$ cat config.mk
export PLATFORM = sky130hd
export DESIGN_NAME = adc_scan_sequencer_flat
export DESIGN_NICKNAME = d
export VERILOG_FILES = /design/src/rtl/adc_scan_sequencer_if.sv /design/src/rtl/adc_scan_sequencer.sv /design/src/flat_wrapper.sv
export SDC_FILE = /design/constraint.sdc
export NUM_CORES = 1
export LEC_CHECK = 0
export BUFFER_PORTS_ARGS = -buffer_cell sky130_fd_sc_hd__buf_4
export CAP_MARGIN = 15
export CORE_MARGIN = 3
export CORE_UTILIZATION = 25
export DETAILED_ROUTE_END_ITERATION = 12
export GPL_ROUTABILITY_DRIVEN = 0
export GPL_TIMING_DRIVEN = 0
export SLEW_MARGIN = 10
export SYNTH_ARGS = -nofsm -noshare
export SYNTH_HDL_FRONTEND = slang
export SYNTH_SLANG_ARGS = --single-unit
$ cat constraint.sdc
create_clock -name clk -period 4.3 [get_ports clk]
set_input_delay 0.86 -clock clk [delete_from_list [all_inputs] [get_ports clk]]
set_output_delay 0.86 -clock clk [all_outputs]
set_load 0.02 [all_outputs]
$ cat src/rtl/adc_scan_sequencer_if.sv
// Sequencer-side bundle: ADC conversion control plus the tagged result handshake.
// The master is the scan sequencer; the slave is the ADC wrapper and result consumer.
interface adc_scan_if #(
    parameter int WIDTH = 8,
    parameter int CH_W  = 2
);
    logic [CH_W-1:0]  mux_sel;
    logic             adc_start;
    logic             adc_done;
    logic [WIDTH-1:0] adc_code;
    logic             res_valid;
    logic             res_ready;
    logic [CH_W-1:0]  res_ch;
    logic [WIDTH-1:0] res_data;

    modport master (
        output mux_sel, adc_start,
        input  adc_done, adc_code,
        output res_valid, res_ch, res_data,
        input  res_ready
    );

    modport slave (
        input  mux_sel, adc_start,
        output adc_done, adc_code,
        input  res_valid, res_ch, res_data,
        output res_ready
    );
endinterface

$ cat src/rtl/adc_scan_sequencer.sv
// Scans enabled mux channels, settles, averages 2^AVG_LOG2 SAR codes per channel
// and hands out one tagged result per channel over valid/ready.
module adc_scan_sequencer #(
    parameter int WIDTH             = 8,
    parameter int NUM_CH            = 4,
    parameter int MUX_SETTLE_CYCLES = 1000,
    parameter int AVG_LOG2          = 2,
    parameter int TIMEOUT_CYCLES    = 200000,
    parameter int CH_W              = (NUM_CH > 2) ? $clog2(NUM_CH) : 1
) (
    input  logic              clk,
    input  logic              reset,
    input  logic              enable,
    input  logic [NUM_CH-1:0] ch_mask,
    adc_scan_if.master        bus,
    output logic              scan_done,
    output logic              busy,
    output logic              conv_timeout
);
    localparam int PTR_W   = CH_W + 1;
    localparam int ACC_W   = WIDTH + AVG_LOG2;
    localparam int SMP_W   = AVG_LOG2 + 1;
    localparam int CNT_MAX = (MUX_SETTLE_CYCLES > TIMEOUT_CYCLES) ? MUX_SETTLE_CYCLES : TIMEOUT_CYCLES;
    localparam int CNT_W   = $clog2(CNT_MAX + 1);

    localparam logic [SMP_W-1:0] NSAMP      = SMP_W'(1 << AVG_LOG2);
    localparam logic [CNT_W-1:0] SETTLE_LD  = CNT_W'(MUX_SETTLE_CYCLES - 1);
    localparam logic [CNT_W-1:0] TIMEOUT_LD = CNT_W'(TIMEOUT_CYCLES - 1);

    localparam logic [2:0] S_IDLE   = 3'd0;
    localparam logic [2:0] S_SELECT = 3'd1;
    localparam logic [2:0] S_SETTLE = 3'd2;
    localparam logic [2:0] S_START  = 3'd3;
    localparam logic [2:0] S_WAIT   = 3'd4;
    localparam logic [2:0] S_OUTPUT = 3'd5;

    logic [2:0]        state_q, state_d;
    logic [NUM_CH-1:0] scan_mask_q, scan_mask_d;
    logic [PTR_W-1:0]  ptr_q, ptr_d;
    logic [CH_W-1:0]   mux_sel_q, mux_sel_d;
    logic [ACC_W-1:0]  acc_q, acc_d;
    logic [SMP_W-1:0]  samp_q, samp_d;
    logic [CNT_W-1:0]  cnt_q, cnt_d;
    logic [WIDTH-1:0]  res_data_q, res_data_d;
    logic              scan_done_q, scan_done_d;
    logic              timeout_q, timeout_d;

    logic              sel_found;
    logic [CH_W-1:0]   sel_ch;
    logic [ACC_W-1:0]  acc_sum;
    logic [SMP_W-1:0]  samp_inc;
    logic [PTR_W-1:0]  ch_next;

    // Descending walk so the lowest qualifying channel is the one left standing.
    always_comb begin
        sel_found = 1'b0;
        sel_ch    = '0;
        for (int i = NUM_CH - 1; i >= 0; i--) begin
            if (scan_mask_q[i] && (PTR_W'(i) >= ptr_q)) begin
                sel_found = 1'b1;
                sel_ch    = CH_W'(i);
            end
        end
    end

    assign acc_sum  = acc_q + ACC_W'(bus.adc_code);
    assign samp_inc = samp_q + SMP_W'(1);
    assign ch_next  = {1'b0, mux_sel_q} + PTR_W'(1);

    always_comb begin
        state_d     = state_q;
        scan_mask_d = scan_mask_q;
        ptr_d       = ptr_q;
        mux_sel_d   = mux_sel_q;
        acc_d       = acc_q;
        samp_d      = samp_q;
        cnt_d       = cnt_q;
        res_data_d  = res_data_q;
        scan_done_d = 1'b0;
        timeout_d   = timeout_q;

        unique case (state_q)
            S_IDLE: begin
                if (enable && (ch_mask != '0)) begin
                    scan_mask_d = ch_mask;
                    ptr_d       = '0;
                    state_d     = S_SELECT;
                end
            end
            S_SELECT: begin
                if (sel_found) begin
                    mux_sel_d = sel_ch;
                    acc_d     = '0;
                    samp_d    = '0;
                    cnt_d     = SETTLE_LD;
                    state_d   = S_SETTLE;
                end else begin
                    scan_done_d = 1'b1;
                    if (enable && (ch_mask != '0)) begin
                        scan_mask_d = ch_mask;
                        ptr_d       = '0;
                    end else begin
                        state_d = S_IDLE;
                    end
                end
            end
            S_SETTLE: begin
                if (cnt_q == '0) begin
                    state_d = S_START;
                end else begin
                    cnt_d = cnt_q - CNT_W'(1);
                end
            end
            S_START: begin
                cnt_d   = TIMEOUT_LD;
                state_d = S_WAIT;
            end
            S_WAIT: begin
                // A done arriving on the expiry cycle wins over the timeout.
                if (bus.adc_done) begin
                    acc_d  = acc_sum;
                    samp_d = samp_inc;
                    if (samp_inc == NSAMP) begin
                        res_data_d = WIDTH'(acc_sum >> AVG_LOG2);
                        state_d    = S_OUTPUT;
                    end else begin
                        state_d = S_START;
                    end
                end else if (cnt_q == '0) begin
                    timeout_d = 1'b1;
                    ptr_d     = ch_next;
                    state_d   = enable ? S_SELECT : S_IDLE;
                end else begin
                    cnt_d = cnt_q - CNT_W'(1);
                end
            end
            S_OUTPUT: begin
                if (bus.res_ready) begin
                    ptr_d   = ch_next;
                    state_d = enable ? S_SELECT : S_IDLE;
                end
            end
            default: state_d = S_IDLE;
        endcase
    end

    always_ff @(posedge clk) begin
        if (reset) begin
            state_q     <= S_IDLE;
            scan_mask_q <= '0;
            ptr_q       <= '0;
            mux_sel_q   <= '0;
            acc_q       <= '0;
            samp_q      <= '0;
            cnt_q       <= '0;
            res_data_q  <= '0;
            scan_done_q <= 1'b0;
            timeout_q   <= 1'b0;
        end else begin
            state_q     <= state_d;
            scan_mask_q <= scan_mask_d;
            ptr_q       <= ptr_d;
            mux_sel_q   <= mux_sel_d;
            acc_q       <= acc_d;
            samp_q      <= samp_d;
            cnt_q       <= cnt_d;
            res_data_q  <= res_data_d;
            scan_done_q <= scan_done_d;
            timeout_q   <= timeout_d;
        end
    end

    assign bus.mux_sel   = mux_sel_q;
    assign bus.adc_start = (state_q == S_START);
    assign bus.res_valid = (state_q == S_OUTPUT);
    assign bus.res_ch    = mux_sel_q;
    assign bus.res_data  = res_data_q;
    assign scan_done     = scan_done_q;
    assign busy          = (state_q != S_IDLE);
    assign conv_timeout  = timeout_q;
endmodule

$ cat src/flat_wrapper.sv
// flat-port wrapper written by rule: the top's interface ports become plain ports
module adc_scan_sequencer_flat 
#(
    parameter int WIDTH             = 8,
    parameter int NUM_CH            = 4,
    parameter int MUX_SETTLE_CYCLES = 1000,
    parameter int AVG_LOG2          = 2,
    parameter int TIMEOUT_CYCLES    = 200000,
    parameter int CH_W              = (NUM_CH > 2) ? $clog2(NUM_CH) : 1
)
  (clk, reset, enable, ch_mask, scan_done, busy, conv_timeout, bus_mux_sel, bus_adc_start, bus_adc_done, bus_adc_code, bus_res_valid, bus_res_ch, bus_res_data, bus_res_ready);
  adc_scan_if #(.WIDTH(WIDTH), .CH_W(CH_W)) bus_i ();
  input  logic clk;
  input  logic reset;
  input  logic enable;
  input  logic [NUM_CH-1:0] ch_mask;
  output logic scan_done;
  output logic busy;
  output logic conv_timeout;
  output wire logic [$bits(bus_i.mux_sel)-1:0] bus_mux_sel;
  output wire logic [$bits(bus_i.adc_start)-1:0] bus_adc_start;
  input wire logic [$bits(bus_i.adc_done)-1:0] bus_adc_done;
  input wire logic [$bits(bus_i.adc_code)-1:0] bus_adc_code;
  output wire logic [$bits(bus_i.res_valid)-1:0] bus_res_valid;
  output wire logic [$bits(bus_i.res_ch)-1:0] bus_res_ch;
  output wire logic [$bits(bus_i.res_data)-1:0] bus_res_data;
  input wire logic [$bits(bus_i.res_ready)-1:0] bus_res_ready;
  assign bus_mux_sel = bus_i.mux_sel;
  assign bus_adc_start = bus_i.adc_start;
  assign bus_i.adc_done = bus_adc_done;
  assign bus_i.adc_code = bus_adc_code;
  assign bus_res_valid = bus_i.res_valid;
  assign bus_res_ch = bus_i.res_ch;
  assign bus_res_data = bus_i.res_data;
  assign bus_i.res_ready = bus_res_ready;
  adc_scan_sequencer #(.WIDTH(WIDTH), .NUM_CH(NUM_CH), .MUX_SETTLE_CYCLES(MUX_SETTLE_CYCLES), .AVG_LOG2(AVG_LOG2), .TIMEOUT_CYCLES(TIMEOUT_CYCLES), .CH_W(CH_W)) u_core (.clk(clk), .reset(reset), .enable(enable), .ch_mask(ch_mask), .bus(bus_i), .scan_done(scan_done), .busy(busy), .conv_timeout(conv_timeout));
endmodule
==> out/results.tsv, run 1 <==
metric	value	unit
dp_hpwl	6235	um
layout_setup_ws	1.442	ns
htreeDepth	2	
postCtsSetupBuffers	0	
fin_crit_sh	66.48	%
grt_pass1_vias	2956	
power.leakage	1.437	nW
diodes	0	
outcome	finished, final reports clean	
setup_violations	0	
p_per_area	519.6	nW/um^2
yosys_register_bits	53	
drive_above_1_share	13.99	%
rsz0062_at_grt	false	
synth.distinct_cells	57	
grt_pass1_wl	14430	um
clk_pin_slew	0.07	ns
clk_path_buf_depth	2	
via_count	2995	
slew_headroom	38.43	%
crit_type	reg2out	
fin_skew	0.01005	ns
dominantRegCellSynth	dfxtp_1	
cts_buffers	5	
synth_edf_count	0	
worst_pin_slew	0.9116	ns
syn_nets	419	
ys_seq_area_share	34.46	%
grt_max_degree	16	
critPathTopFamily	buffers and inverters	
cts_tree	done	
final_util	31.06	%
cts_sinks	53	
overflow	0	
globalRouteTotalUtil	13.11	%
start_kind	flip-flop	
rows	39	
drt_wl_total	8448	um
min_path_type	reg2reg	
crit_arrival	2.00	ns
mostFrequentLayoutCell	dfxtp_1	
drtPass1Iterations	5	
start_util	26.29	%
ys_warn_count	0	
fill_cells	1268	
fmax	349.8	MHz
nNetsFinal	458	
ys_async_sr_fraction	0	%
required	3.44	ns
drtAntennaViolNets	0	
dieArea	13680	um^2
critPathMaxFanout	10	
io_pins	34	
drv_cap	0	
core_region_area	11710	um^2
worstSkewPairLatency	0.29	ns
slowest_stage	nand3_1	
placed_area	3498	um^2
netlist_instances	389	
viasPerCell	5.236	
cp_cell_sequence	clkbuf_1 > buf_1 > nand3_1 > inv_1 > buf_4	
drt-wirelength-per-cell	14.77	um
drt_iter0_markers	130	
ctsHoldBuffers	0	
die_y	117.0	um
end_kind	primary output	
clock-root-buffer	clkbuf_16	
path_depth	5	
antenna_found_initial	0	
area_growth	18.12	%
hold_depth	2	
cp_num_buf_inv	4	
numPortBuffers	32	
slowest_delay	0.41	ns
final_cell_mix	dfxtp_1, a21oi_1, nand2_1, nor2_1, buf_4	
vdd_drop_max	0.0001886	V
reg2reg_depth	8	
slew_viol_final	0	
layout_min_cycle_time	2.859	ns
die_w	117.0	um
final_cell_area	3637	um^2
r2r_slack	1.77	ns
place_ws	1.588	ns
post_cts_resized	0	
drc	0	
setup_tns	0	ns
syn-cell-area	3079	um^2
finalHoldViolations	0	
syn_avg_cell_area	7.916	um^2
[logic make-up after synthesis]
logic type / Yosys count / share of synthesized area [%]
and+or+nand+nor: 150 / 25.72
AOI/OAI and AO/OA: 121 / 24.46
DFF: 53 / 34.46
buffers and inverters: 37 / 5.323
adders and majority gates: 13 / 5.526
xor gates and xnor gates: 9 / 2.560
muxes: 6 / 1.951
[path summary, 6_finish.rpt]
check,startpoint,to
max,u_core.state_q[0]$_SDFFE_PP0P_,bus_adc_start
min,u_core.bus.res_data[1]$_SDFFE_PP0P_,u_core.bus.res_data[1]$_SDFFE_PP0P_
max reg2reg,u_core.cnt_q[0]$_SDFFE_PP0P_,u_core.ptr_q[1]$_SDFFE_PP0P_
min reg2reg,u_core.bus.res_data[1]$_SDFFE_PP0P_,u_core.bus.res_data[1]$_SDFFE_PP0P_
[layout make-up]
cell class	count	area (um^2)	area share [%]
Timing Repair Buffer	32	240.2	6.605
Multi-Input combinational cell	299	1854	50.98
Inverter	15	56.30	1.548
Sequential cell	53	1061	29.17
Clock buffer	6	128.9	3.543
Tap cell	143	178.9	4.919
Buffer	22	107.6	2.958
Clock inverter	2	10.01	0.2752
[synthesized netlist by cell type (all sizes together) (6+ instances only)]
library cell / n / area share [%]
a21oi: 47 / 7.6
a311oi: 6 / 1.7
a31oi: 7 / 1.4
buf: 8 / 1.8
clkbuf: 14 / 1.7
dfxtp: 53 / 34
ha: 12 / 4.9
inv: 15 / 1.8
mux2i: 6 / 2.0
nand2: 41 / 5.0
nand3: 22 / 3.6
nor2: 35 / 4.3
nor3: 12 / 2.5
o21ai: 23 / 3.7
o31ai: 11 / 2.7
or3: 6 / 1.2
[per-layer routing]
layer | wire, um | global-route usage [%]
met3 | 474 | 2.468
met4 | 119 | 4.511
met5 | 0 | 0
met2 | 3833 | 20.97
met1 | 4021 | 17.74
[state kept, by name, indices dropped and copies added (netlist names)]
signal,count
u_core.cnt_q,18
u_core.acc_q,10
u_core.bus.res_data,8
u_core.bus.mux_sel,2
u_core.state_q,3
u_core.ptr_q,3
u_core.scan_mask_q,4
u_core.scan_done,1
u_core.samp_q,3
u_core.conv_timeout,1
[power by group]
group / total [mW] / switching [mW] / internal, mW
Combinational: 0.879 / 0.559 / 0.320
Sequential: 0.614 / 0.0626 / 0.551
Clock: 0.397 / 0.182 / 0.215
[tightest hold or removal path: stages, from the launching register on]
cell and delay, ns:
dfxtp_1 0.31, nand2_1 0.05, a21oi_1 0.05
[per-stage QoR]
| stage | hold slack, ns | cells | total power [mW] |
|---|---|---|---|
| 2_1_floorplan | 0.4434 | 389 | 1.266 |
| 3_3_place_gp | 0.4531 | 564 | 1.484 |
| 3_5_place_dp | 0.4515 | 564 | 1.496 |
| 4_1_cts | 0.4626 | 572 | 1.894 |
| 5_1_grt | 0.4895 | 572 | 2.038 |
| 6_report | 0.4604 | 572 | 1.890 |
Power figures use the tool's default switching activity.
==> run 2: changes to the inputs <==
- clock period: 4.3 -> 2.5 ns (I/O delays scaled with it)
==> run 2 against run 1 <==
  * First-iteration DRC count down 2.3%
  * Worst hold slack about the same
  * Count of clock-buffer cells in the layout unchanged
  * Cell count up 0.52%
  * Largest power group unchanged
==> out/results.tsv, run 2 (synthesis gave the netlist of run 1 again) <==
metric	value	unit
drt_wl_total	8496	um
die_y	117.0	um
worst_pin_slew	0.9082	ns
endpoint	u_core.ptr_q[2]$_SDFFE_PP0P_	
final_cell_mix	dfxtp_1, a21oi_1, nand2_1, buf_4, nor2_1	
grt_max_degree	16	
crit_arrival	2.51	ns
outcome	finished, final reports clean	
htreeDepth	2	
dp_hpwl	6235	um
via_count	3029	
drt-wirelength-per-cell	14.78	um
globalRouteTotalUtil	13.11	%
startpoint	u_core.cnt_q[0]$_SDFFE_PP0P_	
clk_pin_slew	0.07	ns
rsz0062_at_grt	false	
min_path_type	reg2reg	
dieArea	13680	um^2
fin_crit_sh	93.05	%
reg2reg_depth	9	
setup_tns	0	ns
power.leakage	1.457	nW
diodes	0	
slowest_stage	dfxtp_1	
critPathTopFamily	simple AND/OR/NAND/NOR gates	
clock-root-buffer	clkbuf_16	
drt_iter0_markers	127	
nNetsFinal	461	
fin_skew	0.009784	ns
p_per_area	919.2	nW/um^2
cts_buffers	5	
r2r_slack	0.17	ns
io_pins	34	
cp_num_buf_inv	2	
area_growth	19.22	%
start_util	26.29	%
cp_cell_sequence	inv_1 > ha_1 > nor3b_2 > nand3_2 > nor4_4 > buf_4 > o311a_2 > nor3b_1 > a41o_1	
fmax	429.9	MHz
path_depth	9	
die_w	117.0	um
place_ws	0.01013	ns
finalHoldViolations	0	
p_total	3.374	mW
cts_tree	done	
vdd_drop_max	0.0003311	V
layout_setup_ws	0.1739	ns
numPortBuffers	32	
largest_reg_flops	18	
r2r_start	u_core.cnt_q[0]$_SDFFE_PP0P_	
slew_headroom	38.66	%
start_kind	flip-flop	
core_region_area	11710	um^2
drv_cap	0	
grt_pass1_vias	2956	
drtAntennaViolNets	0	
cts_sinks	53	
slowest_delay	0.36	ns
required	2.68	ns
viasPerCell	5.268	
top_register	u_core.cnt_q	
antenna_found_initial	0	
end_kind	flip-flop	
worstReg2RegEnd	u_core.ptr_q[2]$_SDFFE_PP0P_	
drtPass1Iterations	4	
worstSkewPairLatency	0.29	ns
layout_min_cycle_time	2.326	ns
overflow	0	
mostFrequentLayoutCell	dfxtp_1	
drc	0	
grt_pass1_wl	14430	um
crit_type	reg2reg	
slew_viol_final	0	
rows	39	
critPathMaxFanout	8	
clk_path_buf_depth	2	
setup_violations	0	
drive_above_1_share	15.28	%
hold_depth	2	
==> run 2: cell count changes in the layout (fill, tap and decap cells not counted) <==
| cell | before | now |
|---|---|---|
| clkbuf_2 | 0 | 1 |
| nand3_1 | 22 | 20 |
| buf_4 | 34 | 37 |
| nand3_2 | 0 | 2 |
| buf_1 | 2 | 1 |
==> run 2: timing repair <==
item | in CTS | in global routing
hold endpoints to repair | 0 | 0
resized for setup | 0 | 3
setup endpoints to repair | 0 | 8
hold buffers | 0 | 0
setup buffers | 0 | 3
==> run 2: tightest hold or removal path: stages (launching register included) <==
cell     delay, ns
dfxtp_1       0.31
nand2_1       0.05
a21oi_1       0.05
==> run 2: metrics by stage <==
stage / util [%] / area, um^2 / cells / hold slack (ns)
after global routing: 31.35 / 3671 / 575 / 0.4661
after CTS: 31.06 / 3637 / 572 / 0.4529
after floorplan: - / 3079 / 389 / 0.4434
after global placement: 29.87 / 3498 / 564 / 0.4531
after detailed placement: 29.87 / 3498 / 564 / 0.4515
final: 31.35 / 3671 / 575 / 0.4603
==> run 2: where the power goes <==
part,switching (mW),internal (mW)
logic,1.00,0.635
registers,0.110,0.949
clock network,0.311,0.369
==> run 2: worst min-delay path by stage <==
stage | startpoint | to
after detailed placement | u_core.bus.res_data[1]$_SDFFE_PP0P_ | u_core.bus.res_data[1]$_SDFFE_PP0P_
after floorplan | u_core.cnt_q[13]$_SDFFE_PP0P_ | u_core.cnt_q[13]$_SDFFE_PP0P_
after global routing | ch_mask[1] | u_core.scan_mask_q[1]$_SDFFE_PP0P_
final | u_core.bus.res_data[1]$_SDFFE_PP0P_ | u_core.bus.res_data[1]$_SDFFE_PP0P_
after CTS | ch_mask[1] | u_core.scan_mask_q[1]$_SDFFE_PP0P_
after global placement | u_core.bus.res_data[6]$_SDFFE_PP0P_ | u_core.bus.res_data[6]$_SDFFE_PP0P_
==> run 2: metal layers <==
| layer | track usage (%) | vias to the layer above | wire length, um |
|---|---|---|---|
| met5 | 0 | - | 0 |
| met4 | 4.511 | 0 | 140 |
| met3 | 2.468 | 12 | 500 |
| met2 | 20.97 | 94 | 3898 |
| met1 | 17.74 | 1416 | 3956 |
| li1 | - | 1507 | - |
==> run 2: area by class of cell <==
cell class | instances | area, um^2
buffer | 22 | 108.9
tap | 143 | 178.9
timing repair buffer | 35 | 262.8
fill | 1267 | 8040
multi-input combinational | 299 | 1864
sequential | 53 | 1061
clock inverter | 2 | 10.01
inverter | 15 | 56.30
clock buffer | 6 | 128.9
